`src/rtl/ovl_fire_collector_if.sv`:
```
`default_nettype none
// ============================================================================
// Module   : ovl_fire_collector_if
// Brief    : Failure-log readout port (valid/ready with one log record).
// Revision : 1.0
// ============================================================================
interface ovl_fire_collector_if #(
  parameter int IDX_W    = 3,
  parameter int TS_WIDTH = 32
);
  logic                log_valid;
  logic                log_ready;
  logic [IDX_W-1:0]    log_index;
  logic [1:0]          log_kind;
  logic                log_multi;
  logic [TS_WIDTH-1:0] log_time;

  modport master (
    output log_valid,
    input  log_ready,
    output log_index,
    output log_kind,
    output log_multi,
    output log_time
  );

  modport slave (
    input  log_valid,
    output log_ready,
    input  log_index,
    input  log_kind,
    input  log_multi,
    input  log_time
  );
endinterface
`default_nettype wire

```
`src/rtl/ovl_fire_collector.sv`:
```
`default_nettype none
// ============================================================================
// Module   : ovl_fire_collector
// Brief    : Collects OVL checker fires into sticky bits, counters and a log.
// Revision : 1.0
// ============================================================================
module ovl_fire_collector #(
  parameter int NUM_CHECKERS = 8,
  parameter int CNT_WIDTH    = 16,
  parameter int TS_WIDTH     = 32,
  parameter int LOG_DEPTH    = 4,
  parameter int IDX_W        = (NUM_CHECKERS > 1) ? $clog2(NUM_CHECKERS) : 1
) (
  input  wire logic                    clk,
  input  wire logic                    reset_n,
  input  wire logic                    enable,
  input  wire logic                    clear,
  input  wire logic [NUM_CHECKERS-1:0] fire_2state,
  input  wire logic [NUM_CHECKERS-1:0] fire_xcheck,
  input  wire logic [NUM_CHECKERS-1:0] fire_cover,
  output logic [NUM_CHECKERS-1:0]      sticky_2state,
  output logic [NUM_CHECKERS-1:0]      sticky_xcheck,
  output logic [CNT_WIDTH-1:0]         fail_count,
  output logic [CNT_WIDTH-1:0]         cover_count,
  ovl_fire_collector_if.master         log,
  output logic                         overflow,
  output logic                         irq
);

  localparam int c_PTR_W = $clog2(LOG_DEPTH);

  localparam logic [NUM_CHECKERS-1:0] c_VEC_ONE = NUM_CHECKERS'(1);
  localparam logic [CNT_WIDTH-1:0]    c_CNT_ONE = CNT_WIDTH'(1);
  localparam logic [CNT_WIDTH-1:0]    c_CNT_MAX = {CNT_WIDTH{1'b1}};
  localparam logic [TS_WIDTH-1:0]     c_TS_ONE  = TS_WIDTH'(1);
  localparam logic [c_PTR_W-1:0]      c_PTR_ONE = c_PTR_W'(1);
  localparam logic [c_PTR_W:0]        c_CNT1    = (c_PTR_W+1)'(1);
  localparam logic [c_PTR_W:0]        c_DEPTH   = (c_PTR_W+1)'(LOG_DEPTH);

  typedef struct packed {
    logic [IDX_W-1:0]    idx;
    logic [1:0]          kind;
    logic                multi;
    logic [TS_WIDTH-1:0] ts;
  } rec_t;

  logic [TS_WIDTH-1:0]     r_ts;
  logic [c_PTR_W-1:0]      r_wr_ptr;
  logic [c_PTR_W-1:0]      r_rd_ptr;
  logic [c_PTR_W:0]        r_count;
  rec_t                    r_mem [LOG_DEPTH];

  logic [NUM_CHECKERS-1:0] w_fail_vec;
  logic                    w_fail_cycle;
  logic                    w_cover_cycle;
  logic [IDX_W-1:0]        w_first_idx;
  logic [1:0]              w_first_kind;
  logic                    w_found;
  logic                    w_multi;
  rec_t                    w_rec;
  rec_t                    w_head;
  logic                    w_valid;
  logic                    w_full;
  logic                    w_pop;
  logic                    w_push;
  logic                    w_drop;

  logic [NUM_CHECKERS-1:0] w_sticky2_nxt;
  logic [NUM_CHECKERS-1:0] w_stickyx_nxt;
  logic [CNT_WIDTH-1:0]    w_fail_nxt;
  logic [CNT_WIDTH-1:0]    w_cover_nxt;
  logic                    w_ovf_nxt;

  // Free-running timestamp, deliberately independent of enable and clear.
  always_ff @(posedge clk or negedge reset_n) begin
    if (!reset_n) begin
      r_ts <= '0;
    end else begin
      r_ts <= r_ts + c_TS_ONE;
    end
  end

  assign w_fail_vec    = fire_2state | fire_xcheck;
  assign w_fail_cycle  = enable && (|w_fail_vec);
  assign w_cover_cycle = enable && (|fire_cover);
  // Clearing the lowest set bit leaves something only if two or more were set.
  assign w_multi       = |(w_fail_vec & (w_fail_vec - c_VEC_ONE));

  always_comb begin
    w_first_idx  = '0;
    w_first_kind = 2'b00;
    w_found      = 1'b0;
    for (int k = 0; k < NUM_CHECKERS; k++) begin
      if (!w_found && w_fail_vec[k]) begin
        w_first_idx  = IDX_W'(k);
        w_first_kind = {fire_xcheck[k], fire_2state[k]};
        w_found      = 1'b1;
      end
    end
  end

  assign w_rec.idx   = w_first_idx;
  assign w_rec.kind  = w_first_kind;
  assign w_rec.multi = w_multi;
  assign w_rec.ts    = r_ts;

  assign w_valid = (r_count != '0);
  assign w_full  = (r_count == c_DEPTH);
  assign w_pop   = w_valid && log.log_ready && !clear;
  // A simultaneous pop frees the slot, so a push into a full FIFO still lands.
  assign w_push  = w_fail_cycle && !clear && (!w_full || w_pop);
  assign w_drop  = w_fail_cycle && !clear && w_full && !w_pop;

  always_comb begin
    w_sticky2_nxt = sticky_2state;
    w_stickyx_nxt = sticky_xcheck;
    w_fail_nxt    = fail_count;
    w_cover_nxt   = cover_count;
    w_ovf_nxt     = overflow;
    if (clear) begin
      w_sticky2_nxt = '0;
      w_stickyx_nxt = '0;
      w_fail_nxt    = '0;
      w_cover_nxt   = '0;
      w_ovf_nxt     = 1'b0;
    end else begin
      if (enable) begin
        w_sticky2_nxt = sticky_2state | fire_2state;
        w_stickyx_nxt = sticky_xcheck | fire_xcheck;
      end
      if (w_fail_cycle && (fail_count != c_CNT_MAX)) begin
        w_fail_nxt = fail_count + c_CNT_ONE;
      end
      if (w_cover_cycle && (cover_count != c_CNT_MAX)) begin
        w_cover_nxt = cover_count + c_CNT_ONE;
      end
      if (w_drop) begin
        w_ovf_nxt = 1'b1;
      end
    end
  end

  always_ff @(posedge clk or negedge reset_n) begin
    if (!reset_n) begin
      sticky_2state <= '0;
      sticky_xcheck <= '0;
      fail_count    <= '0;
      cover_count   <= '0;
      overflow      <= 1'b0;
      irq           <= 1'b0;
    end else begin
      sticky_2state <= w_sticky2_nxt;
      sticky_xcheck <= w_stickyx_nxt;
      fail_count    <= w_fail_nxt;
      cover_count   <= w_cover_nxt;
      overflow      <= w_ovf_nxt;
      // Built from next-state values so irq lines up with the sticky bits.
      irq           <= (|w_sticky2_nxt) | (|w_stickyx_nxt) | w_ovf_nxt;
    end
  end

  always_ff @(posedge clk or negedge reset_n) begin
    if (!reset_n) begin
      r_wr_ptr <= '0;
      r_rd_ptr <= '0;
      r_count  <= '0;
    end else if (clear) begin
      r_wr_ptr <= '0;
      r_rd_ptr <= '0;
      r_count  <= '0;
    end else begin
      if (w_push) begin
        r_wr_ptr <= r_wr_ptr + c_PTR_ONE;
      end
      if (w_pop) begin
        r_rd_ptr <= r_rd_ptr + c_PTR_ONE;
      end
      case ({w_push, w_pop})
        2'b10:   r_count <= r_count + c_CNT1;
        2'b01:   r_count <= r_count - c_CNT1;
        default: r_count <= r_count;
      endcase
    end
  end

  // Record storage needs no reset; an empty FIFO masks the head outputs.
  always_ff @(posedge clk) begin
    if (w_push) begin
      r_mem[r_wr_ptr] <= w_rec;
    end
  end

  assign w_head = r_mem[r_rd_ptr];

  assign log.log_valid = w_valid;
  assign log.log_index = w_valid ? w_head.idx   : '0;
  assign log.log_kind  = w_valid ? w_head.kind  : 2'b00;
  assign log.log_multi = w_valid ? w_head.multi : 1'b0;
  assign log.log_time  = w_valid ? w_head.ts    : '0;

endmodule
`default_nettype wire

```
`src/flat_wrapper.sv`:
```
// flat-port wrapper written by rule: the top's interface ports become plain ports
module ovl_fire_collector_flat 
#(
  parameter int NUM_CHECKERS = 8,
  parameter int CNT_WIDTH    = 16,
  parameter int TS_WIDTH     = 32,
  parameter int LOG_DEPTH    = 4,
  parameter int IDX_W        = (NUM_CHECKERS > 1) ? $clog2(NUM_CHECKERS) : 1
)
  (clk, reset_n, enable, clear, fire_2state, fire_xcheck, fire_cover, sticky_2state, sticky_xcheck, fail_count, cover_count, overflow, irq, log_log_valid, log_log_ready, log_log_index, log_log_kind, log_log_multi, log_log_time);
  ovl_fire_collector_if #(.IDX_W(IDX_W), .TS_WIDTH(TS_WIDTH)) log_i ();
  input  wire logic clk;
  input  wire logic reset_n;
  input  wire logic enable;
  input  wire logic clear;
  input  wire logic [NUM_CHECKERS-1:0] fire_2state;
  input  wire logic [NUM_CHECKERS-1:0] fire_xcheck;
  input  wire logic [NUM_CHECKERS-1:0] fire_cover;
  output logic [NUM_CHECKERS-1:0] sticky_2state;
  output logic [NUM_CHECKERS-1:0] sticky_xcheck;
  output logic [CNT_WIDTH-1:0] fail_count;
  output logic [CNT_WIDTH-1:0] cover_count;
  output logic overflow;
  output logic irq;
  output wire logic [$bits(log_i.log_valid)-1:0] log_log_valid;
  input wire logic [$bits(log_i.log_ready)-1:0] log_log_ready;
  output wire logic [$bits(log_i.log_index)-1:0] log_log_index;
  output wire logic [$bits(log_i.log_kind)-1:0] log_log_kind;
  output wire logic [$bits(log_i.log_multi)-1:0] log_log_multi;
  output wire logic [$bits(log_i.log_time)-1:0] log_log_time;
  assign log_log_valid = log_i.log_valid;
  assign log_i.log_ready = log_log_ready;
  assign log_log_index = log_i.log_index;
  assign log_log_kind = log_i.log_kind;
  assign log_log_multi = log_i.log_multi;
  assign log_log_time = log_i.log_time;
  ovl_fire_collector #(.NUM_CHECKERS(NUM_CHECKERS), .CNT_WIDTH(CNT_WIDTH), .TS_WIDTH(TS_WIDTH), .LOG_DEPTH(LOG_DEPTH), .IDX_W(IDX_W)) u_core (.clk(clk), .reset_n(reset_n), .enable(enable), .clear(clear), .fire_2state(fire_2state), .fire_xcheck(fire_xcheck), .fire_cover(fire_cover), .sticky_2state(sticky_2state), .sticky_xcheck(sticky_xcheck), .fail_count(fail_count), .cover_count(cover_count), .log(log_i), .overflow(overflow), .irq(irq));
endmodule
```
`config.mk`:
```
export PLATFORM = sky130hd
export DESIGN_NAME = ovl_fire_collector_flat
export DESIGN_NICKNAME = d
export VERILOG_FILES = /design/src/rtl/ovl_fire_collector_if.sv /design/src/rtl/ovl_fire_collector.sv /design/src/flat_wrapper.sv
export SDC_FILE = /design/constraint.sdc
export NUM_CORES = 1
export LEC_CHECK = 0
export CORE_MARGIN = 3
export CORE_UTILIZATION = 49
export DETAILED_ROUTE_END_ITERATION = 7
export HOLD_SLACK_MARGIN = 0.08
export PLACE_DENSITY = 0.78
export SLEW_MARGIN = 15
export SYNTH_ARGS = -nofsm -noshare
export SYNTH_HDL_FRONTEND = slang
export SYNTH_SLANG_ARGS = --single-unit
```
`constraint.sdc`:
```
create_clock -name clk -period 2.82 [get_ports clk]
set_input_delay 0.282 -clock clk [delete_from_list [all_inputs] [get_ports clk]]
set_output_delay 0.282 -clock clk [all_outputs]
set_load 0.01 [all_outputs]
```
Word-level counts from Yosys, hierarchy flattened
Memory sizes are Yosys's and may differ from the RTL's.
Index checks and enable logic that the tools add are counted.
Storage, ports and cells
  bits in registers: 89
  memory bits (writable): 152
  bits of input ports: 29
  output and inout port bits: 89
  logic and storage cells: 113
  memories: 1
Cells by class
  $add $sub $neg: 8
  equal/unequal tests: 5
  mux-type cells: 44
  bitwise operators: 6
  reduce and logical (&&, ||, !) cells: 39
Memory list
  u_core.r_mem: depth 4, bits a word 38, read ports 1, clocked after Yosys merged registers in 0, write ports 1, RTL line ovl_fire_collector.sv:51  | rec_t r_mem [LOG_DEPTH];
Operators by type and width (count)
  16-bit two-way mux: 4
  8-bit OR reduction: 5
  16-bit by 1-bit adder with 16-bit output (second input constant): 2
  32-bit by 1-bit adder with 32-bit output (second input constant): 1
  32-bit two-way mux: 1
  8-bit two-way mux: 4
  16-bit inequality test (second input constant): 2
  2-bit two-way mux: 15
  8-bit bitwise OR: 3
  3-bit two-way mux: 6
  1-bit logical AND: 17
  1-bit two-way mux: 13
  1-bit zero test: 10
  8-bit AND: 1
  2-bit nonzero test: 4
  8-bit by 1-bit subtractor with 8-bit output (second input constant): 1
  3-bit one-hot mux with 2 select lines: 1
  3-bit nonzero test: 2
  2-bit by 1-bit adder with 2-bit output (second input constant): 2
  3-bit by 1-bit adder with 3-bit output (second input constant): 1
  3-bit == test (second input constant): 1
  3-bit by 1-bit subtractor with 3-bit output (second input constant): 1
  2-bit by 1-bit == test with 1-bit output (second input constant): 1
  2-bit == test (second input constant): 1
  2 further kinds: 3

Longest topological paths before layout
Gate-level depths: netlist (run 1).
  depth in word-level cells: 23
  mapped depth: 9
  depth with buffers taken out: 7

Worst setup path after synthesis (run 1)
No wires, ideal clock.
  path kind: input -> register
  from: input fire_xcheck[6]
  to: register u_core.r_count[2]
  library setup time: 119 ps
  arrival time: 3132 ps
  setup slack: -432 ps
  stages on the path: 9
  buffers on the path: 2
  cells stage by stage: clkbuf_1 -> or4_4 -> o41a_1 -> buf_2 -> or3_1 -> fa_1 -> or3_1 -> a32o_1 -> o21ba_2
Between the ends
  longest elaborated chain between the ends: 8
  elaborated cells between the ends (all ways): 10
Ends and longest elaborated chain
  start, declared: RTL line flat_wrapper.sv:17  | input wire logic [NUM_CHECKERS-1:0] fire_xcheck;
  8-bit bitwise OR (*): RTL line ovl_fire_collector.sv:83  | assign w_fail_vec = fire_2state | fire_xcheck;
  8-bit OR reduction (*): RTL line ovl_fire_collector.sv:84  | assign w_fail_cycle = enable && (|w_fail_vec);
  1-bit logical AND (*): RTL line ovl_fire_collector.sv:84
  1-bit logical AND (*) (2 in series): RTL line ovl_fire_collector.sv:111  | assign w_push = w_fail_cycle && !clear && (!w_full || w_pop);
  2-bit by 1-bit == test with 1-bit output / 2-bit == test (equally long branches): RTL line ovl_fire_collector.sv:178  | case ({w_push, w_pop})
  3-bit one-hot mux with 2 select lines: RTL line ovl_fire_collector.sv:178
  3-bit two-way mux: RTL line ovl_fire_collector.sv:167  | end else if (clear) begin
  end signal, assigned: RTL line ovl_fire_collector.sv:179  | 2'b10: r_count <= r_count + c_CNT1;
  end signal, assigned: RTL line ovl_fire_collector.sv:180  | 2'b01: r_count <= r_count - c_CNT1;
  end signal, assigned: RTL line ovl_fire_collector.sv:181  | default: r_count <= r_count;
  end, declared: RTL line ovl_fire_collector.sv:50  | logic [c_PTR_W:0] r_count;
Mark *: on every way between the ends. The rest lies on a longest branch, timed or not.
A chain may end at the register's enable or synchronous reset.

Worst setup path in the final report (run 1)
  from: input fire_2state[4]
  to: register u_core.r_count[2]
Between the ends
  longest elaborated chain between the ends: 8
  elaborated cells between the ends (all ways): 10
Ends and longest elaborated chain
  start, declared: RTL line flat_wrapper.sv:16  | input wire logic [NUM_CHECKERS-1:0] fire_2state;
  8-bit bitwise OR (*): RTL line ovl_fire_collector.sv:83
  8-bit OR reduction (*): RTL line ovl_fire_collector.sv:84
  1-bit logical AND (*): RTL line ovl_fire_collector.sv:84
  1-bit logical AND (*) (2 in series): RTL line ovl_fire_collector.sv:111
  2-bit by 1-bit == test with 1-bit output / 2-bit == test (equally long branches): RTL line ovl_fire_collector.sv:178
  3-bit one-hot mux with 2 select lines: RTL line ovl_fire_collector.sv:178
  3-bit two-way mux: RTL line ovl_fire_collector.sv:167
Marked as above.

==> results of run 1 <==
-- metal layers --
metal,track usage [%],vias up
met1,25.8,3228
met5,0,-
li1,-,3034
met2,30.8,212
met3,4.39,38
met4,4.67,0
-- critical path, cell delays in order --
cell and delay (ns):
clkdlybuf4s50_1 0.42, or4_4 0.54, o41a_1 0.42, or3_4 0.38, fa_2 0.35, or3_4 0.34
a32o_1 0.27, o21ba_2 0.21
-- power groups by stage --
stage               registers (mW)  logic [mW]  clock network [mW]
floorplan                     3.93       0.450                   0
global placement              3.92       0.876                   0
detailed placement            3.92       0.890                   0
CTS                           3.85       0.889                3.04
global route                  3.86       0.954                3.17
finish                        3.85       0.871                2.97
-- cell families (layout without fill, tap and decap cells) --
family,after synthesis,count (layout),share of synthesized area [%]
AO/OA/AOI/OAI,98,98,5.95
flip-flops,241,241,66.2
buffers and inverters,44,223,1.72
adder cells (fa/ha/maj),8,8,1.05
AND/OR/NAND/NOR,235,235,12.3
XOR/XNOR,47,47,4.01
multiplexers,42,42,8.74
-- sequential cells by signal (all words and copies together) (netlist names), 2 cells and up --
signal / count
u_core.cover_count: 16
u_core.fail_count: 16
u_core.r_count: 3
u_core.r_mem: 152
u_core.r_rd_ptr: 2
u_core.r_ts: 32
u_core.r_wr_ptr: 2
u_core.sticky_2state: 8
u_core.sticky_xcheck: 8
-- layout by cell type (no fill, tap or decap), types with 10 or more instances in the layout --
master	count
nor4_1	11
mux4_2	38
and3_1	12
buf_12	10
clkbuf_16	25
and2_1	40
dfrtp_1	88
o21ai_0	18
nand4_1	15
buf_4	39
xnor2_1	29
nor2_1	55
inv_1	13
clkdlybuf4s50_1	105
or3_1	16
a21oi_1	45
nand3_1	24
nand2_1	27
xor2_1	18
edfxtp_1	152
-- area by class of cell --
class	count	share of cell area, %
clock buffer	33	5.09
clock inverter	11	0.622
inverter	13	0.379
multi-input combinational	430	25.7
sequential	241	52.8
tap	270	2.62
timing repair buffer	166	12.8
-- worst max-delay path by stage --
stage	end	slack [ns]	cells past startpoint
2_1_floorplan	u_core.r_count[2]	-0.34	9
3_3_place_gp	u_core.r_count[2]	-0.58	8
3_5_place_dp	u_core.r_count[2]	-0.60	8
4_1_cts	u_core.r_count[2]	0.004	8
5_1_grt	u_core.r_count[2]	-0.005	8
6_report	u_core.r_count[2]	0.02	8
-- per-stage QoR --
step | std cells | TNS (ns) | setup WS [ns] | hold slack, ns | utilization, %
final | 1164 | 0 | 0.0208 | 0.289 | 63.2
after global routing | 1164 | -0.00452 | -0.00452 | 0.293 | 63.2
after CTS | 1162 | 0 | 0.00425 | 0.332 | 63.1
after detailed placement | 1117 | -2.82 | -0.601 | 0.379 | 59.5
after global placement | 1117 | -1.21 | -0.575 | 0.370 | 59.5
after floorplan | 715 | -0.337 | -0.337 | -0.0136 | -
-- repair_timing --
item,in CTS,in global routing
endpoints found under the setup margin,1,1
buffers inserted,0,2
gates resized for setup,12,1
endpoints found under the hold margin,50,0
pin swaps,7,6
hold buffers,1,0
==> metrics, run 1 <==
pwr dens=597 mW/mm^2; Final ANT Viol Nets=0; clock sinks=241; Hold Vio Cnt, Final=0; clk slew on worst S/H paths=roughly 0.060 ns; DRT met1 WL=a little over 9 mm; P_sw=roughly 1.7 mW; sequential power share=around 50%; fin crit share=99.3%; FMAX=~360 MHz; Worst EP arrival=between 3 and 4 ns; final wirelength=between 20 and 25 mm; leading area contributor after synthesis=edfxtp_1; final instance area=between 0.01 and 0.015 sq mm; share of cells above drive strength 1=roughly 15%; DR WL/cell=about 18 um; FF/Latch Area=about 0.0068 sq mm; Post-synth top cells=152 x edfxtp_1, 89 x dfrtp_1, 55 x nor2_1; First DRT Iteration DRCs=~340; min Tclk post-route=2.80 ns; drt first pass iters=6; largest net degree at the start of global routing=58; vias per cell=between 5 and 6; slew margin rel.=between 40 and 50%; Comb power frac=between 10% and 20%; die width=151 um; VDD IR max=between 0.0003 and 0.0004 V; die area=approximately 0.023 sq mm; Syn Inst Count=between 700 and 800; Startpoint Class=input port; R2R setup slack=between 0.4 and 0.5 ns; top area cells in the synthesized netlist=edfxtp_1 45%, dfrtp_1 22%, mux4_2 8.3%; DP Area=between 0.01 and 0.015 sq mm; critical path required time=between 3 and 4 ns; multi-input logic area=around 0.0033 sq mm; post-synthesis async set-or-reset flop share=between 30% and 40%; Yosys cell types=50; Sw Ratio=between 20 and 25%; first-pass GRT wire length=34.1 mm; met2 wire len=just over 10 mm; DP HPWL=roughly 14 mm; CTS Buffer Depth=3; Seq/Total Area, Yosys=about two thirds; Core Area=slightly above 0.02 sq mm; All-Layer GR Usage=18.8%; crit path launch=fire_2state[4]; synth warn=0; worst r2r src=u_core.cover_count[0]; Residual DRC=0; WHS Path Cells=4; Primary FF master, synth=edfxtp_1; number of synthesized register bits=between 200 and 250; number of synthesized flops with an enable pin=~150; worst hold path type=in -> reg; Setup-failing EPs final=0; static leakage=4.77 nW; IO Pins=118; Synth Net Count=752; Die Span Y=about 150 um; Endpoint, Worst Hold=u_core.sticky_2state[3]; initial antenna violation count=0; worst min-delay path startpoint=fire_2state[3]; reg2reg end=u_core.cover_count[13]; Top Metal Used=met4; Crit Path Max Fanout=2; total gr overflow=0; Slew Limit Fails=0; IO buf count=approximately 120; total power=~7.7 mW; # fillers=between 1,000 and 1,500; # Max-Cap Violations=0; met3 routed WL=around 1.5 mm; ANT cells=0; Avg Inst Size Synth=about 14 sq um; Worst Setup End Kind=register; count leader, synth=edfxtp_1; Rows=52; Setup Skew=0.00742 ns; worst-margin pin slew=around 0.89 ns; CTS buffer count=24; Clk Latency, worst-skew pair=0.51 ns; Nets=between 900 and 1,000; post-synth top area share=about 45%; number of global-route vias before repair=6,627; Post-Syn Area=around 0.010 sq mm; WS Path Type=in -> reg; Initial Util=approximately half; outcome=finished clean; CTS tree=yes; Clk Tree Root Cell=clkbuf_16; Area Growth Syn to Fin=25.6%; Vias=approximately 6,500; H-tree lvl count=1; Reg2Reg Depth=6; Internal=5.99 mW; clock power share=around two fifths; Placer Congestion=a little under 0.9
Note: power is estimated with default switching activity, not from simulation.
==> inputs of run 2 (changes only) <==
--- a/config.mk
+++ b/config.mk
@@ -8,6 +8,7 @@
 export CORE_MARGIN = 3
 export CORE_UTILIZATION = 49
 export DETAILED_ROUTE_END_ITERATION = 7
+export GPL_TIMING_DRIVEN = 0
 export HOLD_SLACK_MARGIN = 0.08
 export PLACE_DENSITY = 0.78
 export SLEW_MARGIN = 15
==> metrics, run 2 (same netlist as run 1, synthesis figures left out) <==
outcome=finished clean; clk slew on worst S/H paths=0.06 ns (about the same); clock sinks=241 (unchanged); die area=0.0227 sq mm (unchanged); total gr overflow=0 (unchanged); most common cell after layout, fill and taps aside=edfxtp_1; First DRT Iteration DRCs=454 (+33%); DR WL/cell=19.0 um (+4.8%); die width=151 um (unchanged); IO buf count=112 (-4.3%); total power=7.78 mW (+1.1%); VDD IR max=0.000478 V (+29%); Vias=6,600 (+1.4%); Die Span Y=151 um (unchanged); Initial Util=50.4% (unchanged); crit path launch=fire_2state[5]; Worst Setup End Kind=register; max reg flops=152 (unchanged); RSZ-0062 raised after global routing=false; WHS Path Cells=3 (-1); CTS tree=yes; slew margin rel.=41.2% (+0.59 points); FMAX=360 MHz (+0.74%); Crit-path slowest cell=or4_4; most frequent cells in the layout=152 x edfxtp_1, 99 x clkdlybuf4s50_1, 88 x dfrtp_1; CTS buffer count=24 (unchanged); Reg2Reg Depth=5 (-1); IO Pins=118 (unchanged); Slew Limit Fails=0 (unchanged); ANT cells=0 (unchanged); Crit Path Max Fanout=6 (+4); final hold slack=0.172 ns (-0.117 ns); vias per cell=5.73 (+2.4%); WS Path Type=in -> reg; CP max stage delay=0.53 ns (about the same); Biggest register=u_core.r_mem; Clk Latency, worst-skew pair=0.51 ns (about the same); Most Frequent Cell on Critical Path=or3_4; H-tree lvl count=1 (unchanged); All-Layer GR Usage=19.8% (+0.96 points); initial antenna violation count=0 (unchanged); Setup-failing EPs final=0 (unchanged); number of global-route vias before repair=6,660 (+0.50%); Top delay family on crit path=simple AND/OR/NAND/NOR gates; share of cells above drive strength 1=14.4% (-0.70 points); critical path required time=3.21 ns (about the same); min Tclk post-route=2.78 ns (-0.0204 ns); pwr dens=612 mW/mm^2 (+2.5%); crit path cell chain=clkdlybuf4s15_2, or4_4, o41a_1, buf_6, or3_4, fa_2, or3_4, a32o_1, o21ba_2; final wirelength=21.8 mm (+3.7%); Placer Congestion=0.840 (-3.7%); Nets=901 (-1.3%); worst-margin pin slew=0.876 ns (-0.0116 ns); Rows=52 (unchanged); drt first pass iters=5 (-1); fin crit share=98.5% (-0.72 points); static leakage=4.67 nW (-2.1%); worst r2r src=u_core.r_ts[3]; Startpoint Class=input port; Hold Vio Cnt, Final=0 (unchanged); Worst EP arrival=3.17 ns (-0.03 ns); Residual DRC=0 (unchanged); CTS Buffer Depth=3 (unchanged); Buf/Inv on CP=2 (+1); Setup Skew=0.0109 ns (+0.00349 ns); Clk Tree Root Cell=clkbuf_16; worst min-delay path startpoint=fire_xcheck[4]; worst hold path type=in -> reg; first-pass GRT wire length=35.5 mm (+4.2%); Final ANT Viol Nets=0 (unchanged); # Max-Cap Violations=0 (unchanged); Core Area=0.0204 sq mm (unchanged); DP HPWL=14.3 mm (+5.2%); Area Growth Syn to Fin=23.8%; Largest regs=u_core.r_mem x152, u_core.r_ts x32; largest net degree at the start of global routing=52 (-10%); Crit path depth=9 (+1); fin util=62.3% (-0.88 points)
-- run 2: cell count changes in the layout (fill, tap and decap cells not counted), moves of 2 or more --
cell	previous run	this run
buf_16	0	2
clkdlybuf4s50_1	105	99
buf_4	39	9
clkinv_2	4	6
clkbuf_8	0	4
clkbuf_2	0	11
dlygate4sd2_1	9	3
clkbuf_1	8	16
clkinvlp_4	2	0
buf_12	10	3
clkdlybuf4s15_2	0	2
buf_6	0	3
buf_2	1	4
-- run 2: repair_timing --
action | in CTS | in global routing
endpoints found under the setup margin | 129 | 102
buffers inserted | 5 | 2
hold buffers | 1 | 0
resized for setup | 52 | 18
pin swaps | 6 | 3
endpoints found under the hold margin | 50 | 0
-- run 2: worst paths after layout --
| path | endpoint | slack, ns |
|---|---|---|
| setup / recovery | u_core.r_count[2] | 0.04 |
| hold / removal | u_core.sticky_xcheck[4] | 0.17 |
| setup reg to reg | u_core.r_ts[29] | 0.30 |
| hold reg to reg | u_core.sticky_2state[6] | 0.54 |
| max in group asynchronous | u_core.r_ts[0] | 1.78 |
| min in group asynchronous | u_core.fail_count[6] | 0.36 |
-- run 2: per-stage QoR --
stage               cell area, sq um  setup WS (ns)  cells  TNS (ns)
finish                         12700         0.0413   1152         0
global route                   12700         0.0286   1152         0
CTS                            12700        0.00317   1150         0
detailed placement             11800         -0.996   1102    -86.06
global placement               11700          -1.98   1097   -357.55
floorplan                      10300         -0.337    715    -0.337
-- run 2: power breakdown --
part	switching, mW	internal, mW	total, mW
clock network	1.27	1.78	3.05
registers	0.0414	3.82	3.86
logic	0.426	0.440	0.866
-- run 2: metal layers --
layer  track usage, %  up-vias  wire, um
li1                 -     3002         -
met3             4.27       35      1570
met2             33.2      259     10900
met4             4.35        0       446
met5                0        -         0
met1             26.8     3304      8970
-- run 2: area by class of cell --
cell class              instances  area, sq um
fillers                      1545         7670
inverters                      13         48.8
clock buffers                  29          629
clock inverters                15          134
plain buffers                  29          179
repair buffers                125         1260
multi-input cells             430         3320
well taps                     270          338
flip-flops and latches        241         6790
-- run 2: worst reg2reg max path: stages, from the launching register on --
cell	delay, ns
dfrtp_1	0.50
nand4_1	0.27
or3_1	0.50
nor3_1	0.75
nand3_1	0.20
xnor2_1	0.17
